==> src/rtl/stub_capture_pkg.sv <==
// Shared definitions for the stub capture buffer: FSM encoding, register map, CTRL bits.
// Latency: n/a (declarations only).
// Backpressure: n/a.
package stub_capture_pkg;

    // Capture FSM encoding (value is visible in STATUS[13:12])
    localparam logic [1:0] ST_IDLE    = 2'd0;
    localparam logic [1:0] ST_ARMED   = 2'd1;
    localparam logic [1:0] ST_CAPTURE = 2'd2;
    localparam logic [1:0] ST_FULL    = 2'd3;

    // Register map, decoded from io_addr[4:0]
    localparam logic [4:0] ADDR_DATA_LO = 5'h00;
    localparam logic [4:0] ADDR_DATA_HI = 5'h01;
    localparam logic [4:0] ADDR_STATUS  = 5'h02;
    localparam logic [4:0] ADDR_CTRL    = 5'h03;
    localparam logic [4:0] ADDR_DROPS   = 5'h04;

    // CTRL write bit positions
    localparam int CTRL_ARM_BIT   = 0;
    localparam int CTRL_STOP_BIT  = 1;
    localparam int CTRL_FLUSH_BIT = 2;

    localparam int STUB_W  = 36;
    localparam int BX_W    = 3;
    localparam int ENTRY_W = BX_W + STUB_W;   // 39
    localparam int DROP_W  = 16;

    // One buffered entry: bunch-crossing tag above the stub word
    typedef struct packed {
        logic [BX_W-1:0]   bx;
        logic [STUB_W-1:0] data;
    } entry_t;

    // Drop counter increment that sticks at all-ones
    function automatic logic [DROP_W-1:0] sat_inc(input logic [DROP_W-1:0] v);
        return (&v) ? v : v + 1'b1;
    endfunction

endpackage

==> src/rtl/stub_capture_fifo.sv <==
// Synchronous first-word-fall-through FIFO holding captured stub entries.
// Latency: a push is visible at head and in count the cycle after it is written.
// Backpressure: push ignored when full, pop ignored when empty; clear empties it.
module capture_fifo #(
    parameter int DEPTH = 64,
    parameter int WIDTH = 39
) (
    input  logic                     clk,
    input  logic                     reset,
    input  logic                     clear,
    input  logic                     push,
    input  logic                     pop,
    input  logic [WIDTH-1:0]         din,
    output logic [WIDTH-1:0]         head,
    output logic [$clog2(DEPTH):0]   count,
    output logic                     empty,
    output logic                     full
);
    localparam int PTR_W = $clog2(DEPTH);
    localparam logic [PTR_W:0] FULL_CNT = (PTR_W+1)'(DEPTH);

    logic [WIDTH-1:0] mem [DEPTH];
    logic [PTR_W-1:0] wr_ptr;
    logic [PTR_W-1:0] rd_ptr;
    logic             push_ok;
    logic             pop_ok;

    assign empty   = (count == '0);
    assign full    = (count == FULL_CNT);
    assign push_ok = push & ~full;
    assign pop_ok  = pop & ~empty;
    assign head    = mem[rd_ptr];

    // Storage write; contents are not reset, only the pointers are
    always_ff @(posedge clk) begin
        if (push_ok) begin
            mem[wr_ptr] <= din;
        end
    end

    // Pointer and occupancy tracking; pointers wrap naturally at DEPTH
    always_ff @(posedge clk or posedge reset) begin
        if (reset) begin
            wr_ptr <= '0;
            rd_ptr <= '0;
            count  <= '0;
        end else if (clear) begin
            wr_ptr <= '0;
            rd_ptr <= '0;
            count  <= '0;
        end else begin
            if (push_ok) wr_ptr <= wr_ptr + 1'b1;
            if (pop_ok)  rd_ptr <= rd_ptr + 1'b1;
            case ({push_ok, pop_ok})
                2'b10:   count <= count + 1'b1;
                2'b01:   count <= count - 1'b1;
                default: count <= count;
            endcase
        end
    end

endmodule

==> src/rtl/stub_capture.sv <==
// Arms on a CTRL write, captures {BX, stub} words from first_clk onward, read back over the I/O bus.
// Latency: entry counted one cycle after capture; register reads acknowledged one cycle after rd_op.
// Backpressure: none upstream; words arriving while full are dropped and counted.
module stub_capture
    import stub_capture_pkg::*;
#(
    parameter int DEPTH  = 64,
    parameter int DATA_W = 36
) (
    input  logic              clk,
    input  logic              reset,
    input  logic              en_proc,
    input  logic [DATA_W-1:0] data_in,
    input  logic              valid_in,
    input  logic [2:0]        BX,
    input  logic              first_clk,
    input  logic              io_sel,
    input  logic              io_sync,
    input  logic              io_rd_en,
    input  logic              io_wr_en,
    input  logic [23:0]       io_addr,
    input  logic [31:0]       io_wr_data,
    output logic [31:0]       io_rd_data,
    output logic              io_rd_ack
);
    localparam int COUNT_W = $clog2(DEPTH) + 1;
    localparam logic [COUNT_W-1:0] FULL_CNT = COUNT_W'(DEPTH);

    logic               rd_op;
    logic               wr_op;
    logic [4:0]         addr;
    logic               wr_ctrl;
    logic               ctrl_arm;
    logic               ctrl_stop;
    logic               ctrl_flush;
    logic [1:0]         state;
    logic [1:0]         state_nxt;
    logic               push;
    logic               pop;
    logic               drop;
    entry_t             entry_in;
    entry_t             head;
    logic [COUNT_W-1:0] fifo_count;
    logic [COUNT_W-1:0] count_nxt;
    logic               fifo_empty;
    logic               fifo_full;
    logic               overflow;
    logic [DROP_W-1:0]  drops;
    logic [6:0]         shadow;
    logic [31:0]        rd_mux;
    logic               unused_bits;

    assign rd_op   = io_sync & io_sel & io_rd_en;
    assign wr_op   = io_sync & io_sel & io_wr_en;
    assign addr    = io_addr[4:0];
    assign wr_ctrl = wr_op & (addr == ADDR_CTRL);

    assign ctrl_arm   = wr_ctrl & io_wr_data[CTRL_ARM_BIT];
    assign ctrl_stop  = wr_ctrl & io_wr_data[CTRL_STOP_BIT];
    assign ctrl_flush = wr_ctrl & io_wr_data[CTRL_FLUSH_BIT];

    assign unused_bits = ^{io_addr[23:5], io_wr_data[31:3]};

    assign entry_in.bx   = BX;
    assign entry_in.data = STUB_W'(data_in);

    // A stop or flush in the same cycle kills the push rather than counting it as a drop
    assign push = (state == ST_CAPTURE) & valid_in & en_proc & ~fifo_full & ~ctrl_stop & ~ctrl_flush;
    assign drop = valid_in & en_proc & ~ctrl_stop & ~ctrl_flush &
                  ((state == ST_FULL) | ((state == ST_CAPTURE) & fifo_full));
    assign pop  = rd_op & (addr == ADDR_DATA_LO) & ~fifo_empty;

    capture_fifo #(
        .DEPTH (DEPTH),
        .WIDTH (ENTRY_W)
    ) u_fifo (
        .clk   (clk),
        .reset (reset),
        .clear (ctrl_flush),
        .push  (push),
        .pop   (pop),
        .din   (entry_in),
        .head  (head),
        .count (fifo_count),
        .empty (fifo_empty),
        .full  (fifo_full)
    );

    // Occupancy one cycle ahead, used to enter FULL as the last slot is written
    always_comb begin
        count_nxt = fifo_count;
        case ({push, pop})
            2'b10:   count_nxt = fifo_count + 1'b1;
            2'b01:   count_nxt = fifo_count - 1'b1;
            default: count_nxt = fifo_count;
        endcase
    end

    // Capture FSM next state; flush/stop override everything, arm only from IDLE
    always_comb begin
        state_nxt = state;
        if (ctrl_flush || ctrl_stop) begin
            state_nxt = ST_IDLE;
        end else begin
            case (state)
                ST_IDLE:    if (ctrl_arm)               state_nxt = ST_ARMED;
                ST_ARMED:   if (first_clk && en_proc)   state_nxt = ST_CAPTURE;
                ST_CAPTURE: if (count_nxt == FULL_CNT)  state_nxt = ST_FULL;
                ST_FULL:    if (pop)                    state_nxt = ST_CAPTURE;
                default:                                state_nxt = ST_IDLE;
            endcase
        end
    end

    // FSM, overflow flag, drop counter and popped-entry shadow
    always_ff @(posedge clk or posedge reset) begin
        if (reset) begin
            state    <= ST_IDLE;
            overflow <= 1'b0;
            drops    <= '0;
            shadow   <= '0;
        end else begin
            state <= state_nxt;
            if (ctrl_flush) begin
                overflow <= 1'b0;
                drops    <= '0;
                shadow   <= '0;
            end else begin
                if (drop) begin
                    overflow <= 1'b1;
                    drops    <= sat_inc(drops);
                end
                if (pop) begin
                    shadow <= {head.bx, head.data[35:32]};
                end
            end
        end
    end

    // Register read multiplexer, sampled into io_rd_data on rd_op
    always_comb begin
        rd_mux = '0;
        case (addr)
            ADDR_DATA_LO: rd_mux = fifo_empty ? 32'd0 : head.data[31:0];
            ADDR_DATA_HI: rd_mux = {25'd0, shadow};
            ADDR_STATUS: begin
                rd_mux[6:0]   = 7'(fifo_count);
                rd_mux[8]     = fifo_empty;
                rd_mux[9]     = fifo_full;
                rd_mux[10]    = overflow;
                rd_mux[13:12] = state;
            end
            ADDR_DROPS:   rd_mux = {16'd0, drops};
            default:      rd_mux = '0;
        endcase
    end

    // Registered read data and one-cycle acknowledge
    always_ff @(posedge clk or posedge reset) begin
        if (reset) begin
            io_rd_ack  <= 1'b0;
            io_rd_data <= '0;
        end else begin
            io_rd_ack <= rd_op;
            if (rd_op) begin
                io_rd_data <= rd_mux;
            end
        end
    end

endmodule

==> config.mk <==
export PLATFORM = sky130hd
export DESIGN_NAME = stub_capture
export DESIGN_NICKNAME = d
export VERILOG_FILES = /design/src/rtl/stub_capture_pkg.sv /design/src/rtl/stub_capture_fifo.sv /design/src/rtl/stub_capture.sv
export SDC_FILE = /design/constraint.sdc
export NUM_CORES = 2
export LEC_CHECK = 0
export CORE_MARGIN = 1.5
export CORE_UTILIZATION = 55
export CTS_BUF_LIST = sky130_fd_sc_hd__clkbuf_2 sky130_fd_sc_hd__clkbuf_4 sky130_fd_sc_hd__clkbuf_8
export CTS_CLUSTER_DIAMETER = 30
export DETAILED_ROUTE_END_ITERATION = 8
export PLACE_DENSITY = 0.71
export RECOVER_POWER = 50
export SLEW_MARGIN = 20
export SYNTH_ARGS = -nofsm -noshare
export SYNTH_HDL_FRONTEND = slang
export SYNTH_HIERARCHICAL = 1
export SYNTH_SLANG_ARGS = --single-unit
==> constraint.sdc <==
create_clock -name clk -period 7.31 [get_ports clk]
set_input_delay 0.731 -clock clk [delete_from_list [all_inputs] [get_ports clk]]
set_output_delay 0.731 -clock clk [all_outputs]
set_load 0.01 [all_outputs]
==> Yosys cells after proc, flatten, opt, wreduce, memory -nomap -nowiden <==
Memories as Yosys holds them, arrays and structs flattened.
Cells that the tools add are included.
{ "word_totals": {"latch_bits": 0, "register_bits": 78, "memories": 1, "ramBits": 2496, "romBits": 0, "inputBits": 104} }
{ "memory_table": {"columns": ["memory", "depth", "word_bits", "rd", "rd_ports_with_merged_regs", "write_ports", "line", "text"], "rows": [
  ["u_fifo.mem", 64, 39, 1, 0, 1, "stub_capture_fifo.sv:22", "logic [WIDTH-1:0] mem [DEPTH];"]
]} }
{ "classes": {"shift": 0, "div": 0, "n_mul": 0, "n_reduce_logical": 13, "eq_ne": 18, "muxes": 29, "order_cmp": 0, "addsub": 5, "bitwise": 26} }
{ "op_table": {"columns": ["op", "n"], "rows": [
  ["16-bit 2-to-1 mux", 3],
  ["18-bit one-hot mux with 2 select lines", 1],
  ["32-bit 2-to-1 mux", 1],
  ["7-bit one-hot mux with 2 select lines", 2],
  ["7-bit one-hot mux with 4 select lines", 1],
  ["6-bit 2-to-1 mux", 4],
  ["1-bit bitwise AND", 21],
  ["7-bit 2-to-1 mux", 3],
  ["16-bit by 1-bit adder with 16-bit output, second input constant", 1],
  ["16-bit AND reduction", 1],
  ["7-bit equality test, second input constant", 2],
  ["6-bit by 1-bit adder with 6-bit output, second input constant", 2],
  ["5-bit by 2-bit equality test with 1-bit output, second input constant", 2],
  ["2-bit 2-to-1 mux", 5],
  ["3-bit one-hot mux with 3 select lines", 1],
  ["2-bit equality test, second input constant", 4],
  ["2-bit one-hot mux with 4 select lines", 1],
  ["2-bit nonzero test", 4],
  ["7-bit by 1-bit adder with 7-bit output, second input constant", 1],
  ["7-bit zero test", 1],
  ["7-bit by 1-bit subtractor with 7-bit output, second input constant", 1],
  ["2-bit by 1-bit equality test with 1-bit output, second input constant", 3],
  ["3-bit != test, second input constant", 2],
  ["2-bit one-hot mux with 3 select lines", 1],
  ["other kinds (16)", 23]
]} }

==> Longest topological paths before layout <==
{ "logic_depth": {"ltp_word": 13, "depth_mapped": 15, "mapped_depth_nobuf": 15} }

==> By module <==
Netlist, hierarchy kept.
{ "modules_own_cells": {"columns": ["module", "cells_each", "area_each_um2", "n_inst"], "rows": [
  ["capture_fifo", 4148, 96035.9, 1],
  ["stub_capture", 346, 3144.3, 1]
]} }

==> Worst setup path after synthesis <==
No wires, ideal clock.
{ "synth_path": {"kind": "flip-flop to flip-flop", "from": "reg u_fifo.count[0]", "to": "mem u_fifo.mem[47][0], enable pin", "t_arrival_ps": 3998, "stages_incl_launch_ff": 12, "slack_ps": 2876, "cell_sequence": "dfrtp_1 > nor2_1 > and3_1 > or2_2 > nand2b_1 > inv_1 > inv_1 > a31oi_2 > and2_0 > clkbuf_1 > nand3_1 > nor2_1"} }
{ "synth_between": {"elab_chain_cells": 8} }
{ "synth_lines": {"columns": ["element", "line", "text"], "rows": [
  ["from (decl)", "stub_capture_fifo.sv:15", "output logic [$clog2(DEPTH):0] count,"],
  ["from (signal assigned)", "stub_capture_fifo.sv:55", "2'b10: count <= count + 1'b1;"],
  ["from (signal assigned)", "stub_capture_fifo.sv:56", "2'b01: count <= count - 1'b1;"],
  ["from (signal assigned)", "stub_capture_fifo.sv:57", "default: count <= count;"],
  ["7-bit equality test", "stub_capture_fifo.sv:29", "assign full = (count == FULL_CNT);"],
  ["net fifo_full", "stub_capture.sv:46", "logic fifo_full;"],
  ["1-bit inverter", "stub_capture.sv:68", "assign push = (state == ST_CAPTURE) & valid_in & en_proc & ~fifo_full & ~ctrl_stop & ~ctrl_flush;"],
  ["1-bit bitwise AND (3 in series)", "stub_capture.sv:68", null],
  ["net push", "stub_capture.sv:38", "logic push;"],
  ["1-bit bitwise AND", "stub_capture_fifo.sv:30", "assign push_ok = push & ~full;"],
  ["1-bit 2-to-1 mux", "stub_capture_fifo.sv:36", "if (push_ok) begin"],
  ["1-bit 2-to-1 mux (implied by the code)", "stub_capture_fifo.sv:37", "mem[wr_ptr] <= din;"],
  ["to (decl)", "stub_capture_fifo.sv:22", null]
]} }
The timed path passes the listed nets, and every way through them passes these cells.

==> Worst setup path after layout <==
{ "layout_path": {"from": "in io_sync", "to": "reg state[0]"} }
{ "layout_between": {"word_cells_on_any_way": 24, "cone_classes": "eq/ne (7); mux (2); bitwise (13); reduce/logical (2)"} }
{ "layout_rtl": {"columns": ["element", "line", "text"], "rows": [
  ["from (decl)", "stub_capture.sv:18", "input logic io_sync,"],
  ["1-bit bitwise AND (*) (2 in series)", "stub_capture.sv:53", "assign rd_op = io_sync & io_sel & io_rd_en;"],
  ["1-bit bitwise AND (*) (2 in series)", "stub_capture.sv:71", "assign pop = rd_op & (addr == ADDR_DATA_LO) & ~fifo_empty;"],
  ["net pop", "stub_capture.sv:39", "logic pop;"],
  ["2-bit by 1-bit equality test with 1-bit output / 2-bit equality test (equally long branches)", "stub_capture.sv:92", "case ({push, pop})"],
  ["7-bit one-hot mux with 2 select lines", "stub_capture.sv:92", null],
  ["7-bit equality test", "stub_capture.sv:108", "ST_CAPTURE: if (count_nxt == FULL_CNT) state_nxt = ST_FULL;"],
  ["3-bit by 1-bit != test with 1-bit output (no line)", null, null],
  ["4-bit AND reduction (no line) (*)", null, null],
  ["to (signal assigned)", "stub_capture.sv:123", "state <= state_nxt;"],
  ["to (decl)", "stub_capture.sv:36", "logic [1:0] state;"]
]} }
Mark *: on every way through the listed nets, which the timed path passes. The rest lies on a longest branch.
A chain may end at the register's enable or synchronous reset.

==> impl_metrics.toml <==
[status]
outcome = "complete, but fails checks"
violations = "capacitance limit, slew limit"

[power]
ir_drop_mv = 0.213
p_per_area_nw_per_um2 = 290
p_total_mw = 32.8
leakagePower_nw = 34.9

[sta]
fmax_mhz = 192
min_period_over_period_pct = 71.2
final_hold_viol_count = 0
setup-violations-final = 0
slew_headroom_pct = -172
grt_setup_unrepaired = "no"
timing.setup.tns_ps = 0
tightest_slew_ps = 4080
period_needed_ps = 5200
final_max_slew_viol_count = 2662
setup_ws_ps = 2110
finClkSkew_ps = 83.5

[route]
drc_errors = 0
routedWlPerCell_um = 31.3
dr.pass1.iters = 6
route.vias.total = 49451
viasPerCell = 6.44
ant_nets = 0
first_iter_violations = 6351
routed_wl_um = 240000

[final_layout]
fillCellCount = 11772
multi_input_area_um2 = 21500
fin_nets = 5077
final_cell_mix = "edfxtp_1 (2,496), mux4_2 (653), clkbuf_8 (473)"
register_area_um2 = 76900
mostFrequentLayoutCell = "edfxtp_1"
syn_to_final_growth_pct = 14.1
drive_gt1_share_pct = 30.8

[cts]
cts_hold_buf = 0
cts.clk_slew.worst_paths_ps = 60
clock_latency_ps = 1120
cts_setup_buffers = 0
htreeDepth = 5
ctsLongestPathBuffers = 4
postCtsResizedCells = 0
cts_made_buffers = 464
cts_tree = "built"
clockRootBuffer = "clkbuf_8"
cts_sinks = 2574

[yosys]
synth_warnings = 6
yosysUniqueCellTypes = 65
ys.flop_type = "edfxtp_1"
syn_area_um2 = 99200
synth_edf_count = 2496
synth_async_sr_flop_share_pct = 3.03
ys_seq_area_share_pct = 77.5
syn-instance-count = 4494
syn_avg_cell_area_um2 = 22.1
synth_seq_cells = 2574
syn_nets = 4614

[setup_path]
slowest_delay_ps = 1730
reg2reg_depth = 10
end_kind = "flop"
reg2reg_slack_ps = 2300
critPathSlowestCell = "clkbuf_1"
crit_fanout = 33
cp_cell_sequence = "clkdlybuf4s50_1, nand3_2, clkbuf_1, inv_1, nand3_1, clkinv_1, ha_1, ha_1, a211oi_1, or4_1, a41o_1, o211a_1, o211a_1"
crit_required_ps = 8240
start_kind = "primary input"
worstSetupPathType = "primary input to flop"
crit_arrival_ps = 6130

[hold_path]
hold_path.class = "primary input to async pin"

[place]
portBuffers = 88
place_congestion = 0.830
preCtsSetupSlack_ps = 2080
dp_hpwl_um = 137000

[global_route]
grt_usage_pct = 26.7
overflow = 0
grt_first_pass_wirelength_um = 347000
antenna_found_initial = 8
grt_pass1_vias = 49594
grt_max_degree = 107

[floorplanning]
initial_core_util_pct = 55.5
rows = 155
io_pins = 137
coreArea_um2 = 179000
die-area_um2 = 183000
fp.dieW_um = 428
fp.dieH_um = 428

[flow_run]
maxCapViolCount = 42
## cell usage after synthesis (9+ instances only)
cell type,count,share of area [%]
o211ai_1,10,0.076
xnor2_1,9,0.079
a222oi_1,12,0.12
clkbuf_1,88,0.33
nor3_1,38,0.19
nor2_1,132,0.50
a21oi_1,82,0.41
o31ai_1,10,0.076
mux4_2,653,15
o21ai_0,38,0.19
buf_4,37,0.28
o21ai_1,9,0.045
a22oi_1,86,0.65
buf_6,9,0.10
and2_1,11,0.069
nor2b_1,23,0.15
ha_1,14,0.18
inv_1,11,0.042
edfxtp_1,2496,76
a211oi_1,23,0.17
nand2b_1,11,0.069
mux2i_1,107,1.1
buf_1,27,0.10
dfrtp_1,78,2.0
o221ai_1,19,0.17
o22ai_1,60,0.38
nand3_1,50,0.25
nand2_1,158,0.60
or4_1,9,0.068
buf_2,75,0.38
a31oi_1,16,0.10
## final cells by class
class,instances,share of cell area [%]
repair buffers,233,1.66
diodes,4,0.00885
flip-flops and latches,2574,68.0
well taps,2355,2.60
multi-input cells,1671,19.0
clock inverters,253,2.23
clock buffers,575,6.43
inverters,13,0.0487
## path summary, 6_finish.rpt
kind,start,end
min in group clk,first_clk,state[1]
min reg2reg,io_rd_data[27],io_rd_data[27]
min,reset,u_fifo/count[3]
max in group asynchronous,reset,io_rd_data[20]
max,io_sync,state[0]
max reg2reg,u_fifo/count[0],u_fifo/mem[35][33]
## kinds of logic (layout without fill, tap and decap cells)
kind of cell / count (synthesis) / count (layout) / share of synthesized area, %
mux: 765 / 765 / 16.0
xor+xnor: 17 / 17 / 0.150
buf+inv: 249 / 1074 / 1.25
simple gates: 480 / 480 / 2.23
other cells: 0 / 4 / 0
flops: 2574 / 2574 / 77.5
fa+ha+maj: 16 / 16 / 0.217
compound gates: 393 / 393 / 2.66
## critical path: cells and delay by family
kind                       cells  cell delay (ps)
buffers and inverters          4             2770
and+or+nand+nor                3             1000
adders and majority gates      2              890
AOI/OAI and AO/OA              4              730
## flip-flops by register name, indices dropped and copies added, names as in the netlist
| register | flops |
|---|---|
| state | 2 |
| u_fifo/wr_ptr | 6 |
| u_fifo/rd_ptr | 6 |
| shadow | 7 |
| u_fifo/mem | 2496 |
| drops | 16 |
| u_fifo/count | 7 |
| overflow | 1 |
| io_rd_ack | 1 |
| io_rd_data | 32 |
## routing by layer
| layer | global-route usage, % | part of all wire [%] | vias up |
|---|---|---|---|
| met5 | 0.391 | 0.057 | - |
| met4 | 7.07 | 2.2 | 8 |
| met3 | 7.90 | 12 | 371 |
| met2 | 40.6 | 47 | 2785 |
| met1 | 38.2 | 39 | 26196 |
| li1 | - | - | 20091 |
## stage by stage
stage               cells  cell area (µm²)  hold slack [ps]  util [%]
finish               7678           113000              346      63.3
global placement     6845           103000              451      57.8
floorplan            4494            99200              474         -
CTS                  7673           113000              162      63.3
global route         7675           113000              355      63.3
detailed placement   6845           103000              455      57.8
## report_power, final
part	total [mW]	internal, mW	leakage (nW)	switching (mW)
clock	14.1	8.26	5.06	5.85
combinational	2.20	0.879	6.35	1.32
sequential	16.5	16.4	23.5	0.139
Note: power is estimated with default switching activity, not from simulation.
